[src/rtl/mem_copy_pkg.sv]
// ----------------------------------------------------------------------------
// mem_copy_pkg: shared types and constants for the memory-copy initiator
// Rev 1.0
// ----------------------------------------------------------------------------
`default_nettype none

package mem_copy_pkg;

  typedef enum logic [2:0] {
    IDLE   = 3'd0,
    RD     = 3'd1,
    RD_GAP = 3'd2,
    WR     = 3'd3,
    WR_GAP = 3'd4,
    FINISH = 3'd5
  } state_t;

  localparam logic [3:0] WSTRB_READ = 4'h0;
  localparam logic [3:0] WSTRB_WORD = 4'hF;

  localparam int TIMEOUT_CYCLES_DEFAULT = 1024;

  function automatic logic [31:0] word_align(input logic [31:0] addr);
    return addr & 32'hFFFF_FFFC;
  endfunction

endpackage

`default_nettype wire

[src/rtl/bus_watchdog.sv]
// ----------------------------------------------------------------------------
// bus_watchdog: counts stalled request cycles and flags expiry at LIMIT
// Rev 1.0
// ----------------------------------------------------------------------------
`default_nettype none

module bus_watchdog #(
  parameter int LIMIT = 1024
) (
  input  logic clk,
  input  logic reset,
  input  logic clear,
  input  logic enable,
  output logic expire
);

  generate
    if (LIMIT == 0) begin : g_disabled
      logic unused_in;
      assign unused_in = ^{clk, reset, clear, enable};
      assign expire    = 1'b0;
    end else begin : g_enabled
      localparam int CW = (LIMIT < 2) ? 1 : $clog2(LIMIT);
      localparam logic [CW-1:0] LAST = CW'(LIMIT - 1);

      logic [CW-1:0] count;

      // expire fires during the LIMIT-th enabled cycle, so the owner can
      // retire the request at the following edge
      always_ff @(posedge clk) begin
        if (reset || clear) begin
          count <= '0;
        end else if (enable && (count != LAST)) begin
          count <= count + 1'b1;
        end
      end

      assign expire = enable && (count == LAST);
    end
  endgenerate

endmodule

`default_nettype wire

[src/rtl/mem_copy_initiator.sv]
// ----------------------------------------------------------------------------
// mem_copy_initiator: copies len words src->dst over the valid/ready bus
// Rev 1.0
// ----------------------------------------------------------------------------
`default_nettype none

module mem_copy_initiator
  import mem_copy_pkg::*;
#(
  parameter int LEN_W          = 16,
  parameter int TIMEOUT_CYCLES = TIMEOUT_CYCLES_DEFAULT
) (
  input  logic             clk,
  input  logic             reset,
  input  logic             start,
  input  logic [31:0]      src_addr,
  input  logic [31:0]      dst_addr,
  input  logic [LEN_W-1:0] len,
  output logic             busy,
  output logic             done,
  output logic             error,
  output logic [LEN_W-1:0] words_done,
  output logic             mem_valid,
  output logic             mem_instr,
  input  logic             mem_ready,
  output logic [31:0]      mem_addr,
  output logic [31:0]      mem_wdata,
  output logic [3:0]       mem_wstrb,
  input  logic [31:0]      mem_rdata
);

  state_t           state;
  state_t           next_state;
  logic [31:0]      src_ptr;
  logic [31:0]      dst_ptr;
  logic [31:0]      data_r;
  logic [LEN_W-1:0] len_r;
  logic [LEN_W-1:0] words_next;
  logic             hs;
  logic             expire;
  logic             last_word;

  assign mem_valid  = (state == RD) || (state == WR);
  assign mem_instr  = 1'b0;
  assign busy       = (state == RD) || (state == RD_GAP) ||
                      (state == WR) || (state == WR_GAP);
  assign done       = (state == FINISH);
  assign hs         = mem_valid && mem_ready;
  assign words_next = words_done + 1'b1;
  assign last_word  = (words_next == len_r);

  // Counter is held clear whenever no request is outstanding, which also
  // restarts it on every RD/WR entry since both are entered from idle-bus states
  bus_watchdog #(
    .LIMIT (TIMEOUT_CYCLES)
  ) u_watchdog (
    .clk    (clk),
    .reset  (reset),
    .clear  (!mem_valid),
    .enable (mem_valid && !mem_ready),
    .expire (expire)
  );

  always_ff @(posedge clk) begin
    if (reset) begin
      state      <= IDLE;
      src_ptr    <= '0;
      dst_ptr    <= '0;
      data_r     <= '0;
      len_r      <= '0;
      words_done <= '0;
      error      <= 1'b0;
    end else begin
      state <= next_state;
      case (state)
        IDLE: begin
          if (start) begin
            error <= 1'b0;
            if (len != '0) begin
              src_ptr    <= word_align(src_addr);
              dst_ptr    <= word_align(dst_addr);
              len_r      <= len;
              words_done <= '0;
            end
          end
        end
        RD: begin
          if (hs) begin
            data_r <= mem_rdata;
          end else if (expire) begin
            error <= 1'b1;
          end
        end
        WR: begin
          if (hs) begin
            words_done <= words_next;
            src_ptr    <= src_ptr + 32'd4;
            dst_ptr    <= dst_ptr + 32'd4;
          end else if (expire) begin
            error <= 1'b1;
          end
        end
        default: ;
      endcase
    end
  end

  always_comb begin
    next_state = state;
    case (state)
      IDLE:    if (start) next_state = (len == '0) ? FINISH : RD;
      RD: begin
        if (hs)          next_state = RD_GAP;
        else if (expire) next_state = FINISH;
      end
      RD_GAP:  next_state = WR;
      WR: begin
        if (hs)          next_state = last_word ? FINISH : WR_GAP;
        else if (expire) next_state = FINISH;
      end
      WR_GAP:  next_state = RD;
      FINISH:  next_state = IDLE;
      default: next_state = IDLE;
    endcase
  end

  always_comb begin
    mem_addr  = '0;
    mem_wdata = '0;
    mem_wstrb = WSTRB_READ;
    case (state)
      RD: mem_addr = src_ptr;
      WR: begin
        mem_addr  = dst_ptr;
        mem_wdata = data_r;
        mem_wstrb = WSTRB_WORD;
      end
      default: ;
    endcase
  end

endmodule

`default_nettype wire

[config.mk]
export PLATFORM = sky130hd
export DESIGN_NAME = mem_copy_initiator
export DESIGN_NICKNAME = d
export VERILOG_FILES = /design/src/rtl/mem_copy_pkg.sv /design/src/rtl/bus_watchdog.sv /design/src/rtl/mem_copy_initiator.sv
export SDC_FILE = /design/constraint.sdc
export NUM_CORES = 1
export LEC_CHECK = 0
export CORE_UTILIZATION = 30
export CTS_CLUSTER_DIAMETER = 200
export CTS_CLUSTER_SIZE = 24
export DETAILED_ROUTE_END_ITERATION = 7
export HOLD_SLACK_MARGIN = 0.08
export SKIP_CTS_REPAIR_TIMING = 1
export SYNTH_ARGS = -nofsm -noshare
export SYNTH_HDL_FRONTEND = slang
export SYNTH_SLANG_ARGS = --single-unit
[constraint.sdc]
create_clock -name clk -period 2.5 [get_ports clk]
set_input_delay 0.75 -clock clk [delete_from_list [all_inputs] [get_ports clk]]
set_output_delay 0.75 -clock clk [all_outputs]
set_load 0.01 [all_outputs]
==> out/metrics.yaml <==
synthesis:
  synth_area_mm2: 0.00813
  yosysUniqueCellTypes: 65
  synthArstFlopShare: 0
  synth_edf_count: 0
  yosysWarnings: 0
  synthCells: 1126
  synth.ff_latch_count: 138
  synth_top_flop_cell: "dfxtp_1"
  ys_seq_area_frac: 0.340
  synth_area_per_cell_um2: 7.22
setup_path:
  reg2reg_depth: 7
  worst-path-stages: 8
  worst_setup_path_start_kind: "input port"
  end_kind: "flip-flop"
  path_max_fanout: 21
  r2r_start: "words_done[0]"
  arrival_ps: 2780
  r2r-end: "state[0]"
  slowest_stage: "clkdlybuf4s50_1"
  worstPathRequired_ps: 2810
  r2r_slack_ps: 230
  crit_buf_inv: 2
  critical_path.cell_chain: "clkdlybuf4s50_1, nor4_1, nand4_1, a21o_1, nand2_2, buf_12, nor2_1, a32o_1"
  path_class: "in -> reg"
  cp_slowest_stage_delay_ps: 430
  cp_top_family: "simple AND/OR/NAND/NOR gates"
min_path:
  min_to: "data_r[4]"
  whs_path_depth: 2
  hp-start: "data_r[4]"
  hold_class: "reg -> reg"
sta:
  maxSlewHeadroom: 0.569
  finalHoldViolCount: 0
  finalCritPeriodShare: 0.989
  setup_viol: 0
  worstMarginPinSlew_ps: 647
  whs_ps: 450
  fin_tns_setup_ps: 0
  worst_clock_skew_ps: 14.9
  final_max_slew_viol_count: 0
  fin_crit_ps: 2470
  max_freq_mhz: 404
grt:
  grt_max_degree: 150
  grt_pass1_vias: 8741
  overflow: 0
  grt_antenna_before_repair: 1
  grt_pass1_wl_um: 45700
  grtUsageTotal: 0.203
clocking:
  cts_root_buffer: "clkbuf_16"
  clk_pin_slew_ps: 70
  clk_latency_ps: 420
  cts_inserted_buffers: 17
  cts_tree: "done"
  h-tree-depth: 4
  numClockSinks: 138
  clock_path_buffers: 2
detailed_routing:
  wl_um: 28600
  first_pass_iters: 5
  drt_drc_violations_left: 0
  drtAntennaViolNets: 0
  first_iter_violations: 747
  num_vias: 9003
  via_per_inst: 5.40
  wire_per_inst_um: 17.2
placed_design:
  hpwl_um: 19300
  globalplace.congestion: 0.871
  dpl-instance-area_mm2: 0.0108
  portBuffers: 197
floorplan:
  dieWidth_um: 167
  ios: 205
  initial_core_util: 0.309
  die_y_um: 167
  core-area_mm2: 0.0264
  dieArea_mm2: 0.0278
  std_cell_rows: 59
outcome:
  status: "finished, final reports clean"
finish:
  fin_nets: 1439
  drive_above_1_share: 0.104
  final_area_mm2: 0.0117
  fillers: 2645
  antenna-diode-count: 0
  fin_util: 0.445
  area_delta_synth_final_pct: 44.1
pwr:
  p_leak_nw: 5.37
  vdd_drop_max_mv: 0.387
  power_density_mw_per_mm2: 534
  total_power_mw: 6.26
run:
  drv_cap: 0
==> worst reg2reg max path: cells and delay by family (launching register included) <==
family	cells	cell delay, ps
DFF	1	350
xor gates and xnor gates	1	140
AOI/OAI and AO/OA	2	460
and+or+nand+nor	3	980
adders and majority gates	1	270
==> per-layer routing <==
| metal | up-vias | global-route usage | part of all wire |
|---|---|---|---|
| met4 | 2 | 0.0620 | 0.022 |
| met2 | 346 | 0.322 | 0.45 |
| met3 | 42 | 0.0587 | 0.085 |
| li1 | 4417 | - | - |
| met1 | 4196 | 0.264 | 0.44 |
| met5 | - | 0 | 0.00059 |
==> cells in the mapped netlist, drive strengths merged, types with 3 or more instances <==
library cell / instances / share of area
a211oi: 4 / 0.0037
a21o: 4 / 0.0037
a21oi: 133 / 0.082
a22oi: 4 / 0.0037
a311oi: 7 / 0.0075
a31oi: 19 / 0.015
a32o: 8 / 0.0098
and2: 9 / 0.0069
and3: 41 / 0.032
and4: 5 / 0.0054
buf: 28 / 0.018
clkbuf: 69 / 0.032
dfxtp: 138 / 0.34
ha: 4 / 0.0062
inv: 10 / 0.0046
mux2i: 35 / 0.043
nand2: 199 / 0.092
nand2b: 4 / 0.0031
nand3: 63 / 0.041
nand4: 27 / 0.022
nor2: 92 / 0.042
nor2b: 3 / 0.0023
nor3: 18 / 0.012
nor3b: 4 / 0.0037
nor4: 23 / 0.023
o21a: 6 / 0.0055
o21ai: 67 / 0.041
o31ai: 22 / 0.020
o41ai: 6 / 0.0065
or3: 15 / 0.012
or4: 4 / 0.0038
xnor2: 21 / 0.023
xor2: 8 / 0.0086
==> flip-flops by register name, indices dropped and copies added, names as in the netlist <==
| signal | count |
|---|---|
| words_done | 16 |
| state | 3 |
| u_watchdog.g_enabled.count | 10 |
| data_r | 32 |
| len_r | 16 |
| src_ptr | 30 |
| dst_ptr | 30 |
| error | 1 |
==> report_power, final <==
part / leakage [nW] / switching (mW) / total [mW] / internal, mW
registers: 1.13 / 0.168 / 2.51 / 2.35
logic: 3.97 / 0.606 / 1.18 / 0.577
clock network: 0.279 / 1.05 / 2.56 / 1.51
total: 5.37 / 1.82 / 6.26 / 4.43
==> layout by cell type (no fill, tap or decap), types with 5 or more instances in the layout <==
master / instances
nand4_1: 26
a21oi_1: 132
xor2_1: 8
a31oi_1: 19
mux2i_1: 29
clkbuf_16: 19
clkdlybuf4s50_1: 127
and2_1: 9
inv_1: 9
a311oi_1: 7
o31ai_1: 22
and3_1: 41
nor2_1: 87
buf_12: 14
a32o_1: 8
o21a_1: 6
nand2_1: 197
dlymetal6s2s_1: 69
nor4_1: 15
mux2i_2: 6
nand3_1: 61
o41ai_1: 6
nor3_1: 17
buf_4: 55
dfxtp_1: 136
and4_1: 5
xnor2_1: 21
nor4_2: 7
or3_1: 14
o21ai_0: 67
==> through the flow <==
step | std cells | setup WS [ps]
after global routing | 1667 | -35.5
after detailed placement | 1628 | -488
final | 1667 | 27.7
after CTS | 1660 | -317
after global placement | 1628 | -462
after floorplan | 1128 | 21.8
==> worst max path at each step <==
stage,startpoint,slack (ps),endpoint
CTS,state[2],-320,mem_wstrb[0]
global route,len[11],-40,src_ptr[28]
floorplan,state[1],20,mem_addr[11]
global placement,len[11],-460,src_ptr[19]
finish,len[8],30,src_ptr[28]
detailed placement,len[11],-490,words_done[13]
==> logic make-up (layout without fill, tap and decap cells) <==
| group | after synthesis | after routing | share of synthesized area |
|---|---|---|---|
| multiplexers | 35 | 35 | 0.0431 |
| flip-flops | 138 | 138 | 0.340 |
| AND/OR/NAND/NOR | 515 | 515 | 0.308 |
| adder cells (fa/ha/maj) | 4 | 4 | 0.00615 |
| buffers and inverters | 109 | 313 | 0.0557 |
| AO/OA/AOI/OAI | 295 | 295 | 0.216 |
| other | 1 | 3 | 0.000461 |
| XOR/XNOR | 29 | 29 | 0.0312 |
==> layout make-up <==
| type | count | area (um2) | area share |
|---|---|---|---|
| Inverter | 12 | 53.8 | 0.00459 |
| Multi-Input combinational cell | 881 | 5000 | 0.427 |
| Sequential cell | 138 | 2770 | 0.236 |
| Tap cell | 335 | 419 | 0.0358 |
| Clock inverter | 12 | 139 | 0.0118 |
| Clock buffer | 20 | 447 | 0.0381 |
| Timing Repair Buffer | 269 | 2890 | 0.247 |
Note: power is estimated with default switching activity, not from simulation.
